--- src/rtl/led_pattern_gen_pkg.sv ---
// led_pattern_gen_pkg: mode encoding and field widths shared by the LED pattern generator
package led_pattern_gen_pkg;
    localparam int PERIOD_W = 16;
    localparam int DUTY_W = 8;
    typedef enum logic [1:0] {
        MODE_OFF     = 2'd0,
        MODE_ON      = 2'd1,
        MODE_BLINK   = 2'd2,
        MODE_BREATHE = 2'd3
    } mode_t;
endpackage

--- src/rtl/led_pattern_gen_if.sv ---
// led_pattern_gen_if: channel configuration write port with ack/err response pulses
interface led_pattern_gen_if;
    import led_pattern_gen_pkg::*;
    logic                we;
    logic [3:0]          ch;
    logic [1:0]          mode;
    logic [PERIOD_W-1:0] period;
    logic                ack;
    logic                err;
    modport master (output we, ch, mode, period, input ack, err);
    modport slave (input we, ch, mode, period, output ack, err);
endinterface

--- src/rtl/led_pattern_gen_channel.sv ---
// led_channel: one LED engine (off/on/blink/breathe) stepped by the shared tick and pwm counter
module led_channel
    import led_pattern_gen_pkg::*;
#(
    parameter bit ACTIVE_LOW = 1'b1
) (
    input  logic                clk,
    input  logic                rst_n,
    input  logic                tick,
    input  logic                wr,
    input  mode_t               wr_mode,
    input  logic [PERIOD_W-1:0] wr_period,
    input  logic [DUTY_W-1:0]   pwm_cnt,
    output logic                led
);
    mode_t               mode, mode_nx;
    logic [PERIOD_W-1:0] period, period_nx, tcnt, tcnt_nx, eff_period;
    logic [DUTY_W-1:0]   duty, duty_nx, duty_step;
    logic                phase, phase_nx, down, down_nx, running, wrap, lit;

    always_ff @(posedge clk or negedge rst_n) begin
        if (!rst_n) begin
            mode   <= MODE_OFF;
            period <= PERIOD_W'(1);
            tcnt   <= '0;
            phase  <= 1'b1;
            duty   <= '0;
            down   <= 1'b0;
            led    <= ACTIVE_LOW;
        end else begin
            mode   <= mode_nx;
            period <= period_nx;
            tcnt   <= tcnt_nx;
            phase  <= phase_nx;
            duty   <= duty_nx;
            down   <= down_nx;
            led    <= lit ^ ACTIVE_LOW;
        end
    end

    always_comb begin
        eff_period = period == '0 ? PERIOD_W'(1) : period;
        running    = mode == MODE_BLINK || mode == MODE_BREATHE;
        wrap       = tcnt == eff_period - PERIOD_W'(1);
        duty_step  = down ? duty - DUTY_W'(1) : duty + DUTY_W'(1);
        mode_nx    = mode;
        period_nx  = period;
        tcnt_nx    = tcnt;
        phase_nx   = phase;
        duty_nx    = duty;
        down_nx    = down;
        // a write restarts the pattern and swallows any tick landing on the same edge
        if (wr) begin
            mode_nx   = wr_mode;
            period_nx = wr_period;
            tcnt_nx   = '0;
            phase_nx  = 1'b1;
            duty_nx   = '0;
            down_nx   = 1'b0;
        end else if (tick && running) begin
            tcnt_nx = wrap ? '0 : tcnt + PERIOD_W'(1);
            if (wrap && mode == MODE_BLINK) phase_nx = !phase;
            if (wrap && mode == MODE_BREATHE) begin
                duty_nx = duty_step;
                down_nx = duty_step == '1 || (down && duty_step != '0);
            end
        end
        lit = mode == MODE_ON || (mode == MODE_BLINK && phase) || (mode == MODE_BREATHE && pwm_cnt < duty);
    end
endmodule

--- src/rtl/led_pattern_gen.sv ---
// led_pattern_gen: N_CH LED pattern channels sharing a tick prescaler, pwm counter and cfg decode
module led_pattern_gen
    import led_pattern_gen_pkg::*;
#(
    parameter int N_CH       = 4,
    parameter int TICK_DIV   = 50_000,
    parameter bit ACTIVE_LOW = 1'b1
) (
    input  logic              clk,
    input  logic              rst_n,
    led_pattern_gen_if.slave  cfg,
    output logic [N_CH-1:0]   led
);
    localparam int PW = $clog2(TICK_DIV);

    logic [PW-1:0]     pre;
    logic [DUTY_W-1:0] pwm_cnt;
    logic              tick, valid;

    assign tick  = pre == PW'(TICK_DIV - 1);
    assign valid = {1'b0, cfg.ch} < 5'(N_CH);

    always_ff @(posedge clk or negedge rst_n) begin
        if (!rst_n) begin
            pre     <= '0;
            pwm_cnt <= '0;
            cfg.ack <= 1'b0;
            cfg.err <= 1'b0;
        end else begin
            pre     <= tick ? '0 : pre + PW'(1);
            pwm_cnt <= pwm_cnt + DUTY_W'(1);
            cfg.ack <= cfg.we && valid;
            cfg.err <= cfg.we && !valid;
        end
    end

    for (genvar i = 0; i < N_CH; i++) begin : g_ch
        led_channel #(.ACTIVE_LOW(ACTIVE_LOW)) u_ch (
            .clk       (clk),
            .rst_n     (rst_n),
            .tick      (tick),
            .wr        (cfg.we && valid && cfg.ch == 4'(i)),
            .wr_mode   (mode_t'(cfg.mode)),
            .wr_period (cfg.period),
            .pwm_cnt   (pwm_cnt),
            .led       (led[i])
        );
    end
endmodule
--- src/flat_wrapper.sv ---
// flat-port wrapper written by rule: the top's interface ports become plain ports
module led_pattern_gen_flat import led_pattern_gen_pkg::*;
#(
    parameter int N_CH       = 4,
    parameter int TICK_DIV   = 50_000,
    parameter bit ACTIVE_LOW = 1'b1
)
  (clk, rst_n, led, cfg_we, cfg_ch, cfg_mode, cfg_period, cfg_ack, cfg_err);
  led_pattern_gen_if cfg_i ();
  input  logic clk;
  input  logic rst_n;
  output logic [N_CH-1:0] led;
  input wire logic [$bits(cfg_i.we)-1:0] cfg_we;
  input wire logic [$bits(cfg_i.ch)-1:0] cfg_ch;
  input wire logic [$bits(cfg_i.mode)-1:0] cfg_mode;
  input wire logic [$bits(cfg_i.period)-1:0] cfg_period;
  output wire logic [$bits(cfg_i.ack)-1:0] cfg_ack;
  output wire logic [$bits(cfg_i.err)-1:0] cfg_err;
  assign cfg_i.we = cfg_we;
  assign cfg_i.ch = cfg_ch;
  assign cfg_i.mode = cfg_mode;
  assign cfg_i.period = cfg_period;
  assign cfg_ack = cfg_i.ack;
  assign cfg_err = cfg_i.err;
  led_pattern_gen #(.N_CH(N_CH), .TICK_DIV(TICK_DIV), .ACTIVE_LOW(ACTIVE_LOW)) u_core (.clk(clk), .rst_n(rst_n), .cfg(cfg_i), .led(led));
endmodule
--- config.mk ---
export PLATFORM = sky130hd
export DESIGN_NAME = led_pattern_gen_flat
export DESIGN_NICKNAME = d
export VERILOG_FILES = /design/src/rtl/led_pattern_gen_pkg.sv /design/src/rtl/led_pattern_gen_if.sv /design/src/rtl/led_pattern_gen_channel.sv /design/src/rtl/led_pattern_gen.sv /design/src/flat_wrapper.sv
export SDC_FILE = /design/constraint.sdc
export NUM_CORES = 1
export LEC_CHECK = 0
export ABC_AREA = 1
export ABC_CLOCK_PERIOD_IN_PS = 6600
export BUFFER_PORTS_ARGS = -buffer_cell sky130_fd_sc_hd__buf_2
export CORE_ASPECT_RATIO = 1.4
export CORE_UTILIZATION = 40
export CTS_CLUSTER_SIZE = 20
export DETAILED_ROUTE_END_ITERATION = 10
export HOLD_SLACK_MARGIN = 0.03
export PLACE_DENSITY = 0.57
export SKIP_LAST_GASP = 1
export SLEW_MARGIN = 20
export SYNTH_ARGS = -nofsm -noshare
export SYNTH_HDL_FRONTEND = slang
export SYNTH_SLANG_ARGS = --single-unit
--- constraint.sdc ---
create_clock -name clk -period 6.6 [get_ports clk]
set_input_delay 0.66 -clock clk [delete_from_list [all_inputs] [get_ports clk]]
set_output_delay 0.66 -clock clk [all_outputs]
set_load 0.005 [all_outputs]
==> flow_summary.toml, run 1 <==
[route]
drt_pass1_iterations = 9
drc_errors = 2
drt-wirelength-per-cell_um = 15.7
postRouteAntennaNets = 0
vias_per_cell = 5.16
wirelength_mm = 39.9
initialDrtViolationCount = 674
vias = 13115

[setup_path]
cp_max_fo = 11
worstSetupPathType = "reg -> reg"
start_kind = "flip-flop"
required_ns = 7.04
critical_path.top_delay_family = "simple AND/OR/NAND/NOR gates"
arrival_ns = 3.82
cpMostUsedCell = "nor2_1"
critical_path_buf_inv_count = 2
cp_cell_sequence = "nor2_2 -> nand3_1 -> nor2_1 -> nand2_2 -> nand2_1 -> inv_1 -> ha_1 -> xnor2_1 -> or2_2 -> nand2_1 -> nor2_1 -> nand3_1 -> nor2_1 -> nand3_1 -> nor2_1 -> inv_1 -> nand2_1 -> o21ai_0"
r2r_cells = 18
cp_slowest_cell = "nor2_1"
critPathMaxStageDelay_ns = 0.63
crit_cells = 18
endpoint_kind = "flip-flop"

[synth]
synthesis.nets = 2130
ys_warn_count = 0
synth.distinct_cells = 54
syn_area_per_cell_um2 = 7.29
syn_area_um2 = 14800
synth_seq_cells = 206
seq_area_frac_synth = 0.349
synthCells = 2031

[final_layout]
nFillCells = 3791
nets = 2158
n_antenna_cell = 0
layout_common_cells = "505 x nand2_1, 262 x inv_1, 194 x dfrtp_1"
stdcell_count = 2544
drive_gt1_frac = 0.0977
mostFrequentLayoutCell = "nand2_1"
area_delta_synth_final_pct = 10.3

[grt]
grt_pass1_wl_mm = 65.7
grt_start_max_net_pins = 113
grt_usage = 0.219
grt_pass1_vias = 12998
grt_overflow_total = 0
antenna_found_initial = 0

[sta]
finalSetupTns_ns = 0
rsz0062_at_grt = "no"
clock_skew_ns = 0.0121
fmax_ghz = 0.295
final_max_slew_viol_count = 0
fin_crit_ns = 3.38
slew_headroom = 0.331
report.final.hold_viol_count = 0
setup_viol = 0
worst_pin_slew_ns = 0.998
fin_crit_sh = 0.513

[die]
rows = 83
die-area_um2 = 37800
io_pins = 31
die_w_um = 165
coreArea_um2 = 36600
die_h_um = 230
start_util = 0.405

[place]
globalplace.congestion = 0.933
place_hpwl_mm = 30.4
port-buffer-count = 30
numPlacedInstances = 2500

[flow_run]
drv_cap = 0

[clock_tree]
clock_sinks = 206
hold_buffers = 0
cts-root-buf = "clkbuf_16"
clkTransAtPathRegs_ns = 0.06
ctsResizeCount = 0
cts_tree = "yes"
post_cts_buffers = 0
clockBufferDepth = 3
clk_latency_ns = 0.55
numCtsBuffers = 24
htreeDepth = 1

[pwr]
power-per-cell-area_nw_per_um2 = 249
max-vdd-ir-drop_mv = 0.227
p_leak_nw = 8.02

[worst_hold_path]
hp-class = "in -> async"

[outcome]
failed_checks = "design-rule violations"
status = "finished with violations"
-- registers in the layout (all words and copies together) (netlist names) --
register / flops
u_core.g_ch.u_ch.led: 4
u_core.pre: 16
u_core.g_ch.u_ch.down: 4
u_core.g_ch.u_ch.mode: 8
u_core.g_ch.u_ch.tcnt: 64
u_core.cfg.ack: 1
u_core.g_ch.u_ch.phase: 4
u_core.pwm_cnt: 8
u_core.cfg.err: 1
u_core.g_ch.u_ch.duty: 32
u_core.g_ch.u_ch.period: 64
-- routing by layer --
layer  part of all wire  track usage  wire (um)  vias to the layer above
li1                   -            -          -                     6674
met1               0.44        0.272      17600                     6183
met2               0.49        0.379      19600                      185
met3              0.030       0.0248       1210                       73
met4              0.038       0.0900       1510                        0
met5                  0            0          0                        -
-- area by class of cell --
cell class	instances	area, um2	share of cell area
Clock inverter	12	216	0.0133
Inverter	271	1020	0.0623
Multi-Input combinational cell	1519	8430	0.516
Clock buffer	32	682	0.0418
Timing Repair Buffer	37	225	0.0138
Tap cell	467	584	0.0358
Sequential cell	206	5170	0.317
-- power by group --
group / internal (mW) / switching, mW
clock: 0.959 / 0.580
sequential: 1.41 / 0.156
combinational: 0.340 / 0.616
-- cell usage after synthesis (all sizes together) --
cell type	number	area share
dfstp	12	0.021
xor2	86	0.051
nor3	28	0.012
clkbuf	18	0.0046
a2111oi	1	0.00059
nand4	77	0.034
nand3	195	0.068
a21oi	40	0.014
nand3b	16	0.0081
xnor3	1	0.0015
or2	11	0.0047
nor4	7	0.0034
nor3b	4	0.0020
o211ai	8	0.0041
inv	270	0.068
xnor2	40	0.024
clkinv	1	0.00025
fa	4	0.0054
buf	17	0.0085
a21o	5	0.0025
a31oi	2	0.00085
a211oi	2	0.0010
o221ai	1	0.00059
o21ai	146	0.052
nand2	527	0.14
a31o	2	0.0012
dfrtp	194	0.33
ha	70	0.059
and2	2	0.00085
o21bai	8	0.0041
o22ai	11	0.0047
and3	3	0.0013
nor2	216	0.066
a21boi	6	0.0030
-- stage by stage --
stage / instance area (um2) / hold slack, ns / util / setup slack, ns / power, mW
final: 16300 / 0.112 / 0.447 / 3.22 / 4.06
after global routing: 16300 / 0.186 / 0.447 / 2.71 / 4.31
after CTS: 16300 / 0.159 / 0.447 / 3.20 / 4.11
after detailed placement: 15400 / 0.458 / 0.422 / 3.23 / 2.54
after global placement: 15400 / 0.449 / 0.422 / 3.31 / 2.53
after floorplan: 14800 / 0.364 / - / 3.99 / 2.27
-- worst paths after layout --
check,from,endpoint,slack [ns]
worst max-delay path,u_core.g_ch[0].u_ch.period[8],u_core.g_ch[0].u_ch.tcnt[5],3.22
worst min-delay path,rst_n,u_core.g_ch[2].u_ch.tcnt[10],0.11
worst max register to register,u_core.g_ch[0].u_ch.period[8],u_core.g_ch[0].u_ch.tcnt[5],3.22
worst min register to register,u_core.pre[0],u_core.pre[0],0.46
max in group asynchronous,rst_n,u_core.g_ch[0].u_ch.duty[1],5.42
min in group clk,cfg_we,u_core.cfg.err,0.33
-- cell families (layout without fill, tap and decap cells) --
group                      Yosys count  in the layout  share of synthesized area
and+or+nand+nor                   1086           1086                      0.339
DFF                                206            206                      0.349
adders and majority gates           74             74                     0.0646
xor gates and xnor gates           127            127                     0.0766
buffers and inverters              306            352                     0.0818
AOI/OAI and AO/OA                  232            232                     0.0885
Note: power is estimated with default switching activity, not from simulation.
==> inputs of run 2 (changes only) <==
--- a/config.mk
+++ b/config.mk
@@ -6,7 +6,7 @@
 export NUM_CORES = 1
 export LEC_CHECK = 0
 export ABC_AREA = 1
-export ABC_CLOCK_PERIOD_IN_PS = 6600
+export ABC_CLOCK_PERIOD_IN_PS = 3200
 export BUFFER_PORTS_ARGS = -buffer_cell sky130_fd_sc_hd__buf_2
 export CORE_ASPECT_RATIO = 1.4
 export CORE_UTILIZATION = 40
==> constraint.sdc (replaced) <==
create_clock -name clk -period 3.2 [get_ports clk]
set_input_delay 0.32 -clock clk [delete_from_list [all_inputs] [get_ports clk]]
set_output_delay 0.32 -clock clk [all_outputs]
set_load 0.005 [all_outputs]
==> flow_summary.toml, run 2 (synthesized netlist as in run 1, its figures left out) <==
[outcome]
status = "finished with violations"
failed_checks = "design-rule violations"

[sta]
slew_headroom = 0.526
rsz0062_at_grt = "yes"
report.final.hold_viol_count = 0
setup_viol = 0
fin_crit_sh = 0.925
worst_pin_slew_ns = 0.710
fmax_ghz = 0.338
clock_skew_ns = 0.0256
layout_setup_ws_ns = 0.240
fin_crit_ns = 2.96
final_max_slew_viol_count = 0

[place]
dpl_worst_slack_ns = 0.164
port-buffer-count = 30
globalplace.congestion = 0.901
place_hpwl_mm = 30.1

[route]
vias_per_cell = 5.13
wirelength_mm = 39.6
postRouteAntennaNets = 0
drt_pass1_iterations = 10
vias = 13138
initialDrtViolationCount = 787
drt-wirelength-per-cell_um = 15.5
drc_errors = 2

[final_layout]
layout_common_cells = "505 x nand2_1, 261 x inv_1, 193 x dfrtp_1"
nets = 2176
largestRegisters = "u_core.g_ch.u_ch.period: 64 flops, u_core.g_ch.u_ch.tcnt: 64 flops, u_core.g_ch.u_ch.duty: 32 flops"
n_antenna_cell = 0
area_delta_synth_final_pct = 11.6
drive_gt1_frac = 0.107
mostFrequentLayoutCell = "nand2_1"

[die]
start_util = 0.405
die_w_um = 165
io_pins = 31
coreArea_um2 = 36600
die-area_um2 = 37800
rows = 83
die_h_um = 230

[setup_path]
start_kind = "flip-flop"
cp_slowest_cell = "dfstp_2"
required_ns = 3.69
arrival_ns = 3.45
endpoint_kind = "flip-flop"
cp_max_fo = 7
r2r_cells = 18
critPathMaxStageDelay_ns = 0.53
cp_cell_sequence = "inv_1 -> nand3_1 -> nor2_1 -> nand2_2 -> nand2_2 -> inv_2 -> ha_2 -> nand2_2 -> nor2_4 -> nand2_4 -> xor2_1 -> nand2_1 -> o21ai_1 -> nor2_1 -> nand3_1 -> nor2_4 -> nand4_1 -> nand2_1"
worstSetupPathType = "reg -> reg"
cpMostUsedCell = "nand2_2"

[pwr]
p_leak_nw = 8.07
power-per-cell-area_nw_per_um2 = 500
max-vdd-ir-drop_mv = 0.416
power_mw = 8.27

[grt]
grt_start_max_net_pins = 86
grt_overflow_total = 0
grt_usage = 0.217
grt_pass1_wl_mm = 65.6
antenna_found_initial = 0
grt_pass1_vias = 12814

[clock_tree]
numCtsBuffers = 25
clock_sinks = 206
cts-root-buf = "clkbuf_16"
clkTransAtPathRegs_ns = 0.06
clk_latency_ns = 0.55
htreeDepth = 1
cts_tree = "yes"
clockBufferDepth = 3

[flow_run]
drv_cap = 0

[worst_hold_path]
worstHoldPathCells = 3
hp-class = "in -> reg"
-- run 2: changes by cell type in the layout (fill, tap and decap cells not counted), moves of 3 or more --
cell           before  now
dlygate4sd3_1       0    6
nor2_1            175  171
buf_4               6   16
nor2_4              7   10
clkinv_2            4    0
-- run 2: area by class of cell --
| type | instances | area [um2] |
|---|---|---|
| Multi-Input combinational cell | 1520 | 8520 |
| Fill cell | 3720 | 20000 |
| Sequential cell | 206 | 5170 |
| Clock buffer | 35 | 703 |
| Tap cell | 467 | 584 |
| Inverter | 271 | 1020 |
| Timing Repair Buffer | 53 | 360 |
| Clock inverter | 9 | 160 |
-- run 2: what timing repair did --
| action | in CTS | in global routing |
|---|---|---|
| hold buffers | 6 | 0 |
| buffers inserted | 0 | 0 |
| endpoints found under the hold margin | 81 | 0 |
| endpoints found under the setup margin | 0 | 65 |
| gates resized for setup | 0 | 18 |
-- run 2: per-stage QoR --
stage / std cells / hold WS, ns / util / setup TNS [ns] / instance area [um2]
4_1_cts: 2560 / 0.0465 / 0.449 / 0 / 16400
5_1_grt: 2561 / 0.0595 / 0.452 / -0.0523 / 16500
2_1_floorplan: 2031 / 0.0244 / - / 0 / 14800
6_report: 2561 / 0.0601 / 0.452 / 0 / 16500
3_5_place_dp: 2510 / 0.374 / 0.424 / 0 / 15500
3_3_place_gp: 2510 / 0.369 / 0.424 / 0 / 15500
-- run 2: metal layers --
metal | GRT usage | vias to the layer above | wire (um)
li1 | - | 6702 | -
met1 | 0.274 | 6218 | 17800
met2 | 0.381 | 160 | 19600
met3 | 0.0206 | 58 | 1010
met4 | 0.0711 | 0 | 1210
met5 | 0 | - | 0
-- run 2: worst max-delay path, delay by kind of cell, from the launching register on --
family                   cells  cell delay [ns]
AND/OR/NAND/NOR             13             1.75
flip-flops                   1             0.53
adder cells (fa/ha/maj)      1             0.24
buffers and inverters        2             0.16
XOR/XNOR                     1             0.15
AO/OA/AOI/OAI                1             0.06
-- run 2: worst paths after layout --
kind	startpoint	to	slack [ns]
max	u_core.g_ch[3].u_ch.period[0]	u_core.g_ch[3].u_ch.duty[3]	0.24
min	cfg_period[5]	u_core.g_ch[2].u_ch.period[5]	0.06
max reg2reg	u_core.g_ch[3].u_ch.period[0]	u_core.g_ch[3].u_ch.duty[3]	0.24
min reg2reg	u_core.pre[0]	u_core.pre[0]	0.46
max in group asynchronous	rst_n	u_core.g_ch[2].u_ch.led	1.89
min in group asynchronous	rst_n	u_core.g_ch[2].u_ch.tcnt[11]	0.38
-- run 2: where the power goes --
group          internal (mW)  leakage (nW)  total, mW  switching (mW)
combinational          0.719          4.99       2.01            1.29
clock                   1.85         0.410       3.03            1.17
sequential              2.90          2.67       3.23           0.334
total                   5.47          8.07       8.27            2.79
==> inputs of run 3 (changes only) <==
--- a/config.mk
+++ b/config.mk
@@ -5,10 +5,11 @@
 export SDC_FILE = /design/constraint.sdc
 export NUM_CORES = 1
 export LEC_CHECK = 0
-export ABC_AREA = 1
+export ABC_AREA = 0
 export ABC_CLOCK_PERIOD_IN_PS = 3200
 export BUFFER_PORTS_ARGS = -buffer_cell sky130_fd_sc_hd__buf_2
 export CORE_ASPECT_RATIO = 1.4
+export CORE_MARGIN = 4
 export CORE_UTILIZATION = 40
 export CTS_CLUSTER_SIZE = 20
 export DETAILED_ROUTE_END_ITERATION = 10
==> flow_summary.toml, run 3 <==
[synth]
ys_top_cells_by_count = "232 x nand2_1, 194 x dfrtp_1, 110 x nor2_1, 72 x nand3_1, 70 x ha_1"
synth_top_family_by_area = "simple AND/OR/NAND/NOR gates"
synth.distinct_cells = 77
synth_seq_cells = 206
synth_compound_area_frac = 0.132
yosys.area_share.simple = 0.269
synth_most_common_cell = "nand2_1"
synth_top_area_frac = 0.354
synthesis.nets = 1653
synthCells = 1554
ys_warn_count = 0
synth_edf_count = 0
synth_fa_ha_area_frac = 0.0696
seq_area_frac_synth = 0.376
synth_top_cell_by_area = "dfrtp_1"
synthArstFlopShare = 1.00
syn_area_um2 = 13700
synth.area.top_cells = "dfrtp_1 35%, ha_1 6.4%, nand2_1 6.3%, xnor2_1 4.0%, nor2_1 3.0%"
synthXorXnorAreaFrac = 0.0682
synthMuxAreaShare = 0.0507
syn_area_per_cell_um2 = 8.84
ys.flop_type = "dfrtp_1"

[grt]
grt_start_max_net_pins = 89
grt_overflow_total = 0
antenna_found_initial = 1
grt_pass1_wl_mm = 62.0
grt_pass1_vias = 12244
grt_usage = 0.204

[flow_run]
drv_cap = 0

[die]
die-area_um2 = 37400
rows = 80
coreArea_um2 = 34000
die_h_um = 227
io_pins = 31
start_util = 0.403
die_w_um = 165

[route]
drc_errors = 0
drt-wirelength-per-cell_um = 17.3
postRouteAntennaNets = 0
wirelength_mm = 37.9
vias = 12125
initialDrtViolationCount = 650
vias_per_cell = 5.51
drt_pass1_iterations = 6

[clock_tree]
cts-root-buf = "clkbuf_16"
clockBufferDepth = 3
htreeDepth = 1
clkTransAtPathRegs_ns = 0.06
clock_sinks = 206
clk_latency_ns = 0.54
numCtsBuffers = 24
cts_tree = "yes"

[setup_path]
start_kind = "flip-flop"
cp_slowest_cell = "or4_4"
critical_path_buf_inv_count = 5
endpoint_kind = "flip-flop"
cp_max_fo = 6
critical_path.top_delay_family = "simple AND/OR/NAND/NOR gates"
required_ns = 3.65
critPathMaxStageDelay_ns = 0.56
arrival_ns = 4.07
worstSetupPathType = "reg -> reg"
cp_cell_sequence = "or4_4 -> nor4_4 -> a21oi_2 -> ha_4 -> or4b_4 -> buf_6 -> nor2_4 -> mux2i_1 -> o31ai_2 -> buf_4 -> a2111oi_4 -> buf_4 -> a21oi_4 -> buf_6 -> buf_16 -> nand4_1 -> mux2i_1"

[outcome]
failed_checks = "negative setup slack"
status = "finished with violations"

[pwr]
p_leak_nw = 7.76
power_mw = 8.60
power-per-cell-area_nw_per_um2 = 492
max-vdd-ir-drop_mv = 0.496

[sta]
fmax_ghz = 0.276
layout_setup_ws_ns = -0.422
report.final.hold_viol_count = 0
fin_crit_sh = 1.13
setup_viol = 93
fin_crit_ns = 3.62
worst_pin_slew_ns = 1.01
slew_headroom = 0.329
final_max_slew_viol_count = 0
clock_skew_ns = 0.0181
rsz0062_at_grt = "yes"

[place]
numPlacedInstances = 2108
globalplace.congestion = 0.844
place_hpwl_mm = 27.2
placed_cell_area_um2 = 15600
port-buffer-count = 30

[final_layout]
stdcell_count = 2199
n_antenna_cell = 0
drive_gt1_frac = 0.261
fin_area_um2 = 17500
largestRegisters = "u_core.g_ch.u_ch.period: 64 flops, u_core.g_ch.u_ch.tcnt: 64 flops, u_core.g_ch.u_ch.duty: 32 flops"
layout_common_cells = "223 x nand2_1, 193 x dfrtp_1, 146 x buf_4"
mostFrequentLayoutCell = "nand2_1"
area_delta_synth_final_pct = 27.2
nets = 1829

[worst_hold_path]
hp-class = "in -> reg"
==> run 3: power by group <==
group          internal (mW)  switching [mW]  leakage [nW]
Sequential              2.89           0.229          2.69
Clock                   1.83            1.13         0.421
Combinational           1.21            1.31          4.66
Total                   5.93            2.67          7.76
==> run 3: path summary, 6_finish.rpt <==
kind                                                     from                             end  slack, ns  depth (start not counted)
worst min-delay path                           cfg_period[10]  u_core.g_ch[1].u_ch.period[10]       0.07                          3
worst min register to register                  u_core.pre[0]                   u_core.pre[0]       0.47                          1
max in group asynchronous                               rst_n         u_core.g_ch[2].u_ch.led       1.97                          3
min in group asynchronous                               rst_n     u_core.g_ch[3].u_ch.tcnt[6]       0.37                          2
worst max-delay path            u_core.g_ch[0].u_ch.period[5]    u_core.g_ch[0].u_ch.tcnt[14]      -0.42                         17
worst max register to register  u_core.g_ch[0].u_ch.period[5]    u_core.g_ch[0].u_ch.tcnt[14]      -0.42                         17
==> run 3: metal layers <==
layer / share of wire / global-route usage
met4: 0.028 / 0.0634
met2: 0.52 / 0.379
met5: 0.00034 / 0
met3: 0.033 / 0.0277
met1: 0.42 / 0.241
==> run 3: area by class of cell <==
cell class                      count  area (um2)
Clock buffer                       36         737
Timing Repair Buffer              214        1780
Tap cell                          451         564
Clock inverter                      8         118
Fill cell                        3187       16600
Inverter                           55         206
Sequential cell                   206        5170
Multi-Input combinational cell   1229        8890
==> run 3: per-stage QoR <==
step | utilization | hold WS, ns | TNS [ns] | setup WS [ns]
global route | 0.513 | 0.0551 | -31.11 | -0.570
detailed placement | 0.457 | 0.375 | -19.34 | -0.434
global placement | 0.457 | 0.373 | -14.66 | -0.388
CTS | 0.508 | 0.0388 | -15.68 | -0.395
finish | 0.513 | 0.0708 | -16.02 | -0.422
floorplan | - | 0.0244 | -15.90 | -0.603
==> run 3: kinds of logic after synthesis <==
logic type      count (synthesis)
buf+inv                       120
fa+ha+maj                      74
mux                            65
compound gates                265
xor+xnor                      107
flops                         206
simple gates                  717
==> run 3: worst reg2reg max path, cell delays in order (launching register included) <==
cell and delay [ns]:
dfrtp_1 0.38, or4_4 0.56, nor4_4 0.31, a21oi_2 0.12, ha_4 0.20, or4b_4 0.23, buf_6 0.11, nor2_4 0.04
mux2i_1 0.12, o31ai_2 0.31, buf_4 0.17, a2111oi_4 0.06, buf_4 0.17, a21oi_4 0.20, buf_6 0.15, buf_16 0.12
nand4_1 0.10, mux2i_1 0.18
==> run 3: repair_timing <==
action,4_1_cts,5_1_grt
cloned,9,1
pin swaps,56,48
buffers inserted,32,14
hold endpoints to repair,83,0
hold buffers,1,0
resized for setup,117,50
endpoints found under the setup margin,96,103
